**src/rtl/brisc_pkg.sv**
```systemverilog
// Shared writeback types and defaults for the brisc core.
// Holds write-source / arbiter-state enums and the MUL FIFO entry struct.
package brisc_pkg;

  localparam int XLEN            = 32;
  localparam int REG_BITS        = 5;
  localparam int MUL_FIFO_DEPTH  = 4;
  localparam int WB_STARVE_LIMIT = 8;

  typedef enum logic [1:0] {
    WB_SRC_NONE = 2'd0,
    WB_SRC_ALU  = 2'd1,
    WB_SRC_MUL  = 2'd2
  } wb_src_e;

  typedef enum logic {
    NORMAL = 1'b0,
    DRAIN  = 1'b1
  } wb_arb_state_e;

  typedef struct packed {
    logic [REG_BITS-1:0] rd;
    logic [XLEN-1:0]     res;
  } wb_req_t;

endpackage

```
**src/rtl/wb_arbiter_if.sv**
```systemverilog
// Writeback arbiter bus: ALU/MUL requests, readies, and the register-file
// write port. master = pipeline side, slave = arbiter side.
interface wb_arbiter_if #(
  parameter int MUL_FIFO_DEPTH = brisc_pkg::MUL_FIFO_DEPTH
);
  import brisc_pkg::*;
  localparam int CW = $clog2(MUL_FIFO_DEPTH + 1);

  logic                flush_in;
  logic                alu_valid_in;
  logic [REG_BITS-1:0] alu_rd_in;
  logic [XLEN-1:0]     alu_res_in;
  logic                alu_ready_out;
  logic                mul_valid_in;
  logic [REG_BITS-1:0] mul_rd_in;
  logic [XLEN-1:0]     mul_res_in;
  logic                mul_ready_out;
  logic                reg_write_out;
  logic [REG_BITS-1:0] rd_write_out;
  logic [XLEN-1:0]     result_out;
  wb_src_e             wb_src_out;
  logic [CW-1:0]       mul_pending_out;

  modport master (
    output flush_in,
    output alu_valid_in, alu_rd_in, alu_res_in,
    output mul_valid_in, mul_rd_in, mul_res_in,
    input  alu_ready_out, mul_ready_out,
    input  reg_write_out, rd_write_out, result_out,
    input  wb_src_out, mul_pending_out
  );

  modport slave (
    input  flush_in,
    input  alu_valid_in, alu_rd_in, alu_res_in,
    input  mul_valid_in, mul_rd_in, mul_res_in,
    output alu_ready_out, mul_ready_out,
    output reg_write_out, rd_write_out, result_out,
    output wb_src_out, mul_pending_out
  );

endinterface

```
**src/rtl/wb_mul_fifo.sv**
```systemverilog
// Circular buffer of pending MUL writebacks {rd, res}.
// Ports: clk_i, rst_ni, push_i, pop_i, data_i -> data_o, full_o, empty_o, count_o.
module wb_mul_fifo #(
  parameter int DEPTH = 4,
  parameter int W     = 37
) (
  input  logic                       clk_i,
  input  logic                       rst_ni,
  input  logic                       push_i,
  input  logic                       pop_i,
  input  logic [W-1:0]               data_i,
  output logic [W-1:0]               data_o,
  output logic                       full_o,
  output logic                       empty_o,
  output logic [$clog2(DEPTH+1)-1:0] count_o
);
  localparam int PW = (DEPTH > 1) ? $clog2(DEPTH) : 1;
  localparam int CW = $clog2(DEPTH + 1);

  logic [W-1:0]  mem_q [DEPTH];
  logic [PW-1:0] wr_q, wr_d;
  logic [PW-1:0] rd_q, rd_d;
  logic [CW-1:0] cnt_q, cnt_d;
  logic          do_push, do_pop;

  function automatic logic [PW-1:0] inc(input logic [PW-1:0] p);
    return (p == PW'(DEPTH - 1)) ? '0 : p + 1'b1;
  endfunction

  assign full_o  = (cnt_q == CW'(DEPTH));
  assign empty_o = (cnt_q == '0);
  assign count_o = cnt_q;
  assign data_o  = mem_q[rd_q];
  assign do_push = push_i && !full_o;
  assign do_pop  = pop_i && !empty_o;

  always_comb begin
    wr_d  = do_push ? inc(wr_q) : wr_q;
    rd_d  = do_pop ? inc(rd_q) : rd_q;
    cnt_d = cnt_q;
    if (do_push && !do_pop) cnt_d = cnt_q + 1'b1;
    if (do_pop && !do_push) cnt_d = cnt_q - 1'b1;
  end

  always_ff @(posedge clk_i or negedge rst_ni) begin
    if (!rst_ni) begin
      wr_q  <= '0;
      rd_q  <= '0;
      cnt_q <= '0;
    end else begin
      wr_q  <= wr_d;
      rd_q  <= rd_d;
      cnt_q <= cnt_d;
    end
  end

  always_ff @(posedge clk_i) begin
    if (do_push) mem_q[wr_q] <= data_i;
  end

endmodule

```
**src/rtl/wb_arbiter.sv**
```systemverilog
// Writeback arbiter: one register-file write per cycle from ALU, MUL FIFO or MUL bypass.
// Ports: clk, reset_n, bus (wb_arbiter_if.slave). Option: WB_ARB_FAIR_EN (starvation grant).
module wb_arbiter #(
  parameter int MUL_FIFO_DEPTH  = brisc_pkg::MUL_FIFO_DEPTH,
  parameter int WB_STARVE_LIMIT = brisc_pkg::WB_STARVE_LIMIT
) (
  input  logic        clk,
  input  logic        reset_n,
  wb_arbiter_if.slave bus
);
  import brisc_pkg::*;
  localparam int CW = $clog2(MUL_FIFO_DEPTH + 1);

  wb_arb_state_e       state_q, state_d;
  wb_req_t             head, mul_in;
  logic [CW-1:0]       cnt;
  logic                fifo_full, fifo_empty;
  logic                alu_req, mul_ready, mul_acc, push;
  logic                forced, g_alu, g_fifo, g_byp;
  logic                wr_q, wr_d;
  logic [REG_BITS-1:0] rd_q, rd_d;
  logic [XLEN-1:0]     res_q, res_d;
  wb_src_e             src_q, src_d;

  assign alu_req   = bus.alu_valid_in && !bus.flush_in;
  assign mul_ready = reset_n && !fifo_full;
  assign mul_acc   = bus.mul_valid_in && mul_ready;
  assign mul_in    = {bus.mul_rd_in, bus.mul_res_in};
  assign push      = mul_acc && !g_byp;

  wb_mul_fifo #(
    .DEPTH (MUL_FIFO_DEPTH),
    .W     ($bits(wb_req_t))
  ) u_fifo (
    .clk_i   (clk),
    .rst_ni  (reset_n),
    .push_i  (push),
    .pop_i   (g_fifo),
    .data_i  (mul_in),
    .data_o  (head),
    .full_o  (fifo_full),
    .empty_o (fifo_empty),
    .count_o (cnt)
  );

`ifdef WB_ARB_FAIR_EN
  localparam int SW = $clog2(WB_STARVE_LIMIT + 1);
  logic [SW-1:0] starve_q, starve_d;
  logic          starved;

  assign starved = !fifo_empty && (starve_q == SW'(WB_STARVE_LIMIT));

  // Counts only cycles where a queued MUL result lost arbitration.
  always_comb begin
    starve_d = '0;
    if (!fifo_empty && !g_fifo)
      starve_d = starved ? starve_q : starve_q + 1'b1;
  end

  always_ff @(posedge clk or negedge reset_n) begin
    if (!reset_n) starve_q <= '0;
    else          starve_q <= starve_d;
  end
`else
  logic starved;
  logic unused_limit;
  assign starved      = 1'b0;
  assign unused_limit = (WB_STARVE_LIMIT > 0);
`endif

  always_comb begin
    state_d = state_q;
    forced  = 1'b0;
    g_alu   = 1'b0;
    g_fifo  = 1'b0;
    g_byp   = 1'b0;
    unique case (state_q)
      NORMAL: begin
        forced = starved;
        // Bypass only with an empty FIFO keeps MUL results in order.
        if (forced)           g_fifo = 1'b1;
        else if (alu_req)     g_alu  = 1'b1;
        else if (!fifo_empty) g_fifo = 1'b1;
        else if (mul_acc)     g_byp  = 1'b1;
        if (fifo_full) state_d = DRAIN;
      end
      DRAIN: begin
        g_fifo = !fifo_empty;
        if (fifo_empty || (cnt == CW'(1) && !mul_acc))
          state_d = NORMAL;
      end
      default: state_d = NORMAL;
    endcase
  end

  assign bus.alu_ready_out = reset_n &&
    (bus.flush_in || (state_q == NORMAL && !forced));
  assign bus.mul_ready_out = mul_ready;

  always_comb begin
    wr_d  = 1'b0;
    rd_d  = '0;
    res_d = '0;
    src_d = WB_SRC_NONE;
    unique case (1'b1)
      g_alu: begin
        wr_d  = (bus.alu_rd_in != '0);
        rd_d  = bus.alu_rd_in;
        res_d = bus.alu_res_in;
        src_d = WB_SRC_ALU;
      end
      g_fifo: begin
        wr_d  = (head.rd != '0);
        rd_d  = head.rd;
        res_d = head.res;
        src_d = WB_SRC_MUL;
      end
      g_byp: begin
        wr_d  = (mul_in.rd != '0);
        rd_d  = mul_in.rd;
        res_d = mul_in.res;
        src_d = WB_SRC_MUL;
      end
      default: ;
    endcase
  end

  always_ff @(posedge clk or negedge reset_n) begin
    if (!reset_n) begin
      state_q <= NORMAL;
      wr_q    <= 1'b0;
      rd_q    <= '0;
      res_q   <= '0;
      src_q   <= WB_SRC_NONE;
    end else begin
      state_q <= state_d;
      wr_q    <= wr_d;
      rd_q    <= rd_d;
      res_q   <= res_d;
      src_q   <= src_d;
    end
  end

  assign bus.reg_write_out   = wr_q;
  assign bus.rd_write_out    = rd_q;
  assign bus.result_out      = res_q;
  assign bus.wb_src_out      = src_q;
  assign bus.mul_pending_out = cnt;

endmodule

```
**src/flat_wrapper.sv**
```systemverilog
// flat-port wrapper written by rule: the top's interface ports become plain ports
module wb_arbiter_flat import brisc_pkg::*;
#(
  parameter int MUL_FIFO_DEPTH  = brisc_pkg::MUL_FIFO_DEPTH,
  parameter int WB_STARVE_LIMIT = brisc_pkg::WB_STARVE_LIMIT
)
  (clk, reset_n, bus_flush_in, bus_alu_valid_in, bus_alu_rd_in, bus_alu_res_in, bus_mul_valid_in, bus_mul_rd_in, bus_mul_res_in, bus_alu_ready_out, bus_mul_ready_out, bus_reg_write_out, bus_rd_write_out, bus_result_out, bus_wb_src_out, bus_mul_pending_out);
  wb_arbiter_if #(.MUL_FIFO_DEPTH(MUL_FIFO_DEPTH)) bus_i ();
  input  logic clk;
  input  logic reset_n;
  input wire logic [$bits(bus_i.flush_in)-1:0] bus_flush_in;
  input wire logic [$bits(bus_i.alu_valid_in)-1:0] bus_alu_valid_in;
  input wire logic [$bits(bus_i.alu_rd_in)-1:0] bus_alu_rd_in;
  input wire logic [$bits(bus_i.alu_res_in)-1:0] bus_alu_res_in;
  input wire logic [$bits(bus_i.mul_valid_in)-1:0] bus_mul_valid_in;
  input wire logic [$bits(bus_i.mul_rd_in)-1:0] bus_mul_rd_in;
  input wire logic [$bits(bus_i.mul_res_in)-1:0] bus_mul_res_in;
  output wire logic [$bits(bus_i.alu_ready_out)-1:0] bus_alu_ready_out;
  output wire logic [$bits(bus_i.mul_ready_out)-1:0] bus_mul_ready_out;
  output wire logic [$bits(bus_i.reg_write_out)-1:0] bus_reg_write_out;
  output wire logic [$bits(bus_i.rd_write_out)-1:0] bus_rd_write_out;
  output wire logic [$bits(bus_i.result_out)-1:0] bus_result_out;
  output wire logic [$bits(bus_i.wb_src_out)-1:0] bus_wb_src_out;
  output wire logic [$bits(bus_i.mul_pending_out)-1:0] bus_mul_pending_out;
  assign bus_i.flush_in = bus_flush_in;
  assign bus_i.alu_valid_in = bus_alu_valid_in;
  assign bus_i.alu_rd_in = bus_alu_rd_in;
  assign bus_i.alu_res_in = bus_alu_res_in;
  assign bus_i.mul_valid_in = bus_mul_valid_in;
  assign bus_i.mul_rd_in = bus_mul_rd_in;
  assign bus_i.mul_res_in = bus_mul_res_in;
  assign bus_alu_ready_out = bus_i.alu_ready_out;
  assign bus_mul_ready_out = bus_i.mul_ready_out;
  assign bus_reg_write_out = bus_i.reg_write_out;
  assign bus_rd_write_out = bus_i.rd_write_out;
  assign bus_result_out = bus_i.result_out;
  assign bus_wb_src_out = bus_i.wb_src_out;
  assign bus_mul_pending_out = bus_i.mul_pending_out;
  wb_arbiter #(.MUL_FIFO_DEPTH(MUL_FIFO_DEPTH), .WB_STARVE_LIMIT(WB_STARVE_LIMIT)) u_core (.clk(clk), .reset_n(reset_n), .bus(bus_i));
endmodule
```
**config.mk**
```make
export PLATFORM = sky130hd
export DESIGN_NAME = wb_arbiter_flat
export DESIGN_NICKNAME = d
export VERILOG_FILES = /design/src/rtl/brisc_pkg.sv /design/src/rtl/wb_arbiter_if.sv /design/src/rtl/wb_mul_fifo.sv /design/src/rtl/wb_arbiter.sv /design/src/flat_wrapper.sv
export SDC_FILE = /design/constraint.sdc
export NUM_CORES = 1
export LEC_CHECK = 0
export CORE_MARGIN = 5
export CORE_UTILIZATION = 50
export CTS_BUF_LIST = sky130_fd_sc_hd__clkbuf_16
export CTS_CLUSTER_DIAMETER = 100
export DETAILED_ROUTE_END_ITERATION = 8
export PLACE_DENSITY_LB_ADDON = 0.12
export REMOVE_ABC_BUFFERS = 1
export SLEW_MARGIN = 5
export SYNTH_ARGS = -nofsm -noshare
export SYNTH_HDL_FRONTEND = slang
export SYNTH_SLANG_ARGS = --single-unit
```
**constraint.sdc**
```tcl
create_clock -name clk -period 3.5 [get_ports clk]
set_clock_uncertainty 0.1 [all_clocks]
set_input_delay 0.7 -clock clk [delete_from_list [all_inputs] [get_ports clk]]
set_output_delay 0.7 -clock clk [all_outputs]
set_load 0.05 [all_outputs]
```
==> summary.md <==
In the synthesized netlist, the number of instances is 420. TritonCTS built the clock tree. For the Yosys warning count, the log shows 0. Of the total power, combinational logic draws 37.4%. The number of buffers inserted by port buffering came out at 123. CTS saw 196 sinks. Yosys attributes the largest share of cell area to sky130_fd_sc_hd__edfxtp_1, sky130_fd_sc_hd__dfrtp_1, sky130_fd_sc_hd__mux4_2.

The post-layout total power was 8270 uW; the area of the mapped netlist was 7560 sq um. Compared with the post-synthesis result, the final layout area differs by 28.0%. Clock latency on the worst-skew pair: 420 ps.

The starting density of the core is 50.3%, and the net switching fraction of the power is 35.0%. In this run the power density over the cells is 854 nW/um^2. 0 antenna diodes ended up in the layout. Counting the buffers created by CTS gives 17.

The internal power summed over all cells was 5370 uW; the final hold violation count was 0. The run gives 14900 um as the detailed-route wire length. The core area was 15000 sq um.

Once layout is complete, the utilization of the core stands at 64.4%. The number of global-route vias before repair came out at 4455. Counting cells, the worst reg-to-reg path comes to 7. The number of fill cells in the layout was 1071. The worst setup path endpoint is bus_mul_ready_out. Cell type contributing the most total cell area after synthesis: sky130_fd_sc_hd__edfxtp_1.

The die boundary height is 133 um. The biggest fanout along the worst timing path works out to 5. In this run the deepest clock path goes through 2 buffers. Of the total power, the clock network draws 23.7%. In the synthesized netlist the async set-or-reset flop fraction comes to 24.5%. The endpoint of the lowest-slack register-to-register path is u_core.bus.result_out[2]$_DFF_PN0_. The post-synthesis sequential element count works out to 196. The DRC violation count after routing is 0.

The first global-routing pass estimated 24400 um of wire. Leading cell type by number of instances after synthesis: sky130_fd_sc_hd__edfxtp_1. Initial antenna violation count: 0. The most critical setup path has its startpoint at u_core.u_fifo.count_o[0]$_DFFE_PN0P_. Dividing the synthesized area by the synthesized cell count gives 18.0 sq um. Ranked by instance count, the synthesized netlist is headed by sky130_fd_sc_hd__edfxtp_1, sky130_fd_sc_hd__nand2_1, sky130_fd_sc_hd__dfrtp_1, sky130_fd_sc_hd__mux4_2, sky130_fd_sc_hd__a22oi_1. The tightest min-delay check is of the primary input to async pin type. STA classifies the critical path endpoint as an output pin. The static leakage was 0.00351 uW; the fraction of the cycle the final worst path needs was 77.2%.

The final standard cell area without fillers came out at 9680 sq um. The fraction of final layout cells with drive strength greater than 1 was 16.1%. After detailed routing, the number of vias per cell comes to 5.50.

Buffer count from post-CTS setup fixing: 0. In this run the critical register-to-register path is launched from u_core.u_fifo.count_o[0]$_DFFE_PN0P_. IR analysis of the VDD net gives a maximum drop of 0.357 mV. By startpoint and endpoint, the worst setup path is classified as flop to output pin.

The run gives 1900 ps as the arrival time at the worst endpoint. The run finished with clean final reports. The number of nets at the end of the flow was 642; the number of max-cap violations was 0. The net switching power is 2890 uW. The worst path needs 2700 ps of the cycle, external delays included. The tools report the final max-slew violation count as 0. The placement row count was 45.

The maximum level of the CTS H-tree is 4, and the transition time at the pin with the least slew margin is 690 ps. The worst register-to-register path has a setup slack of 910 ps. Sequential elements use 74.7% of the synthesized area. The total routing resource utilization after global routing is 18.1%.

Yosys mapped a number of flops with a built-in enable equal to 148. The first TritonRoute pass finished after 5 iterations. The fraction of synthesized cell area taken by the top area cell type came out at 58.8%. Area enclosed by the die boundary: 17700 sq um. Type of origin of the critical path: a flop. Setup repair after global routing left no endpoint under its margin. Once placement finished, the instance area stood at 9080 sq um. Derived from the worst setup path, the maximum achievable clock frequency is 0.370 GHz.

The congestion estimate from routability-driven global placement came to 0.710. The total overflow left after global routing is 0. Detailed placement finished with a half-perimeter wire length of 9120 um. The worst hold slack is 316 ps.

The cell sitting at the root of the clock tree is a sky130_fd_sc_hd__clkbuf_16. The total number of vias came out at 4149. The number of distinct library cells after synthesis is 34. The most used flip-flop cell after synthesis is sky130_fd_sc_hd__edfxtp_1.

The sequential fraction of design power is 38.9%, and the count of endpoints failing setup in the final report is 0. The number of I/O pins came out at 124. The clock-pin slew of the registers on the worst-case setup and hold paths works out to 70 ps. In this run the remaining antenna-violating nets after routing total 0.

The logs give 2700 ps for the data required time at the worst endpoint and 0 for the quantity of hold-fixing buffers added after cts. The horizontal die dimension came out at 133 um. Headroom to the max-slew limit came out at 54.0%. Average wire per cell in the routed design: 19.8 um. The DRC marker count from the first detailed-route iteration was 287; the summed negative setup slack over all endpoints was 0 ps.

Post-CTS repair changed the size of 0 cells. Entering global routing, the biggest net connects 50 pins.
-- metrics by stage --
stage,worst slack [ps],instances
5_1_grt,632,754
3_5_place_dp,610,722
2_1_floorplan,-678,400
3_3_place_gp,650,722
6_report,799,754
4_1_cts,762,754
-- power groups by stage --
stage	logic (uW)	registers, uW	clock network (uW)
6_report	3090	3210	1960
5_1_grt	3310	3270	2110
4_1_cts	3150	3230	2010
3_5_place_dp	3130	3270	0
3_3_place_gp	3100	3250	0
2_1_floorplan	1140	4170	0
-- critical path, stage by stage (launching register included) --
cell and delay (ps):
sky130_fd_sc_hd__dfrtp_1 430, sky130_fd_sc_hd__inv_1 90, sky130_fd_sc_hd__ha_1 260, sky130_fd_sc_hd__a21boi_0 490, sky130_fd_sc_hd__buf_12 210
-- state kept, by name, summed over array words and instances (netlist names) --
register,cells
u_core.bus.rd_write_out,5
u_core.bus.wb_src_out,2
u_core.u_fifo.wr_q,2
u_core.u_fifo.mem_q,148
u_core.bus.result_out,32
u_core.u_fifo.rd_q,2
u_core.bus.reg_write_out,1
u_core.u_fifo.count_o,3
u_core.state_q,1
-- cells by family (layout without fill, tap and decap cells) --
kind of cell	after synthesis	count (layout)	synth area share, %
AOI/OAI and AO/OA	50	50	4.86
xor gates and xnor gates	3	3	0.348
adders and majority gates	10	10	1.65
buffers and inverters	28	174	1.89
DFF	196	196	74.7
muxes	38	38	11.2
and+or+nand+nor	95	95	5.43
-- area by class of cell --
cell class	count	area (sq um)	area share (%)
Sequential cell	196	5650	58.3
Multi-Input combinational cell	196	1780	18.4
Timing Repair Buffer	134	1380	14.2
Clock buffer	17	425	4.39
Tap cell	188	235	2.43
Clock inverter	15	180	1.86
Inverter	8	30.0	0.310
-- per-layer routing --
metal	global-route usage [%]	part of all wire, %	wire length, um	vias to the layer above
li1	-	-	-	1891
met1	25.2	43	6480	2089
met2	28.4	49	7370	160
met3	5.02	6.5	978	9
met4	5.31	0.78	116	0
met5	0	0	0	-
-- worst min-delay path by stage --
stage,start,endpoint,cells after the start
global placement,u_core.u_fifo.count_o[1]$_DFFE_PN0P_,u_core.u_fifo.count_o[1]$_DFFE_PN0P_,2
global route,reset_n,u_core.state_q$_DFF_PN0_,2
detailed placement,u_core.u_fifo.count_o[1]$_DFFE_PN0P_,u_core.u_fifo.count_o[1]$_DFFE_PN0P_,2
CTS,reset_n,u_core.state_q$_DFF_PN0_,2
finish,reset_n,u_core.state_q$_DFF_PN0_,2
floorplan,reset_n,u_core.bus.rd_write_out[0]$_DFF_PN0_,0
-- placed cells by master (no fill, tap or decap), types with 2 or more instances in the layout --
master                            instances
sky130_fd_sc_hd__edfxtp_1               148
sky130_fd_sc_hd__clkdlybuf4s50_1        120
sky130_fd_sc_hd__nand2_1                 79
sky130_fd_sc_hd__dfrtp_1                 46
sky130_fd_sc_hd__mux4_2                  37
sky130_fd_sc_hd__a22oi_1                 36
sky130_fd_sc_hd__clkbuf_16               17
sky130_fd_sc_hd__ha_1                    10
sky130_fd_sc_hd__inv_1                    7
sky130_fd_sc_hd__buf_4                    7
sky130_fd_sc_hd__buf_12                   6
sky130_fd_sc_hd__clkinvlp_4               5
sky130_fd_sc_hd__o21ai_0                  4
sky130_fd_sc_hd__and2_2                   4
sky130_fd_sc_hd__xnor2_1                  3
sky130_fd_sc_hd__bufinv_16                3
sky130_fd_sc_hd__inv_6                    3
sky130_fd_sc_hd__a21boi_0                 2
sky130_fd_sc_hd__a21o_1                   2
sky130_fd_sc_hd__or4_1                    2
sky130_fd_sc_hd__nor2_1                   2
sky130_fd_sc_hd__clkinv_4                 2
sky130_fd_sc_hd__dfrtp_2                  2
Power figures use the tool's default switching activity.
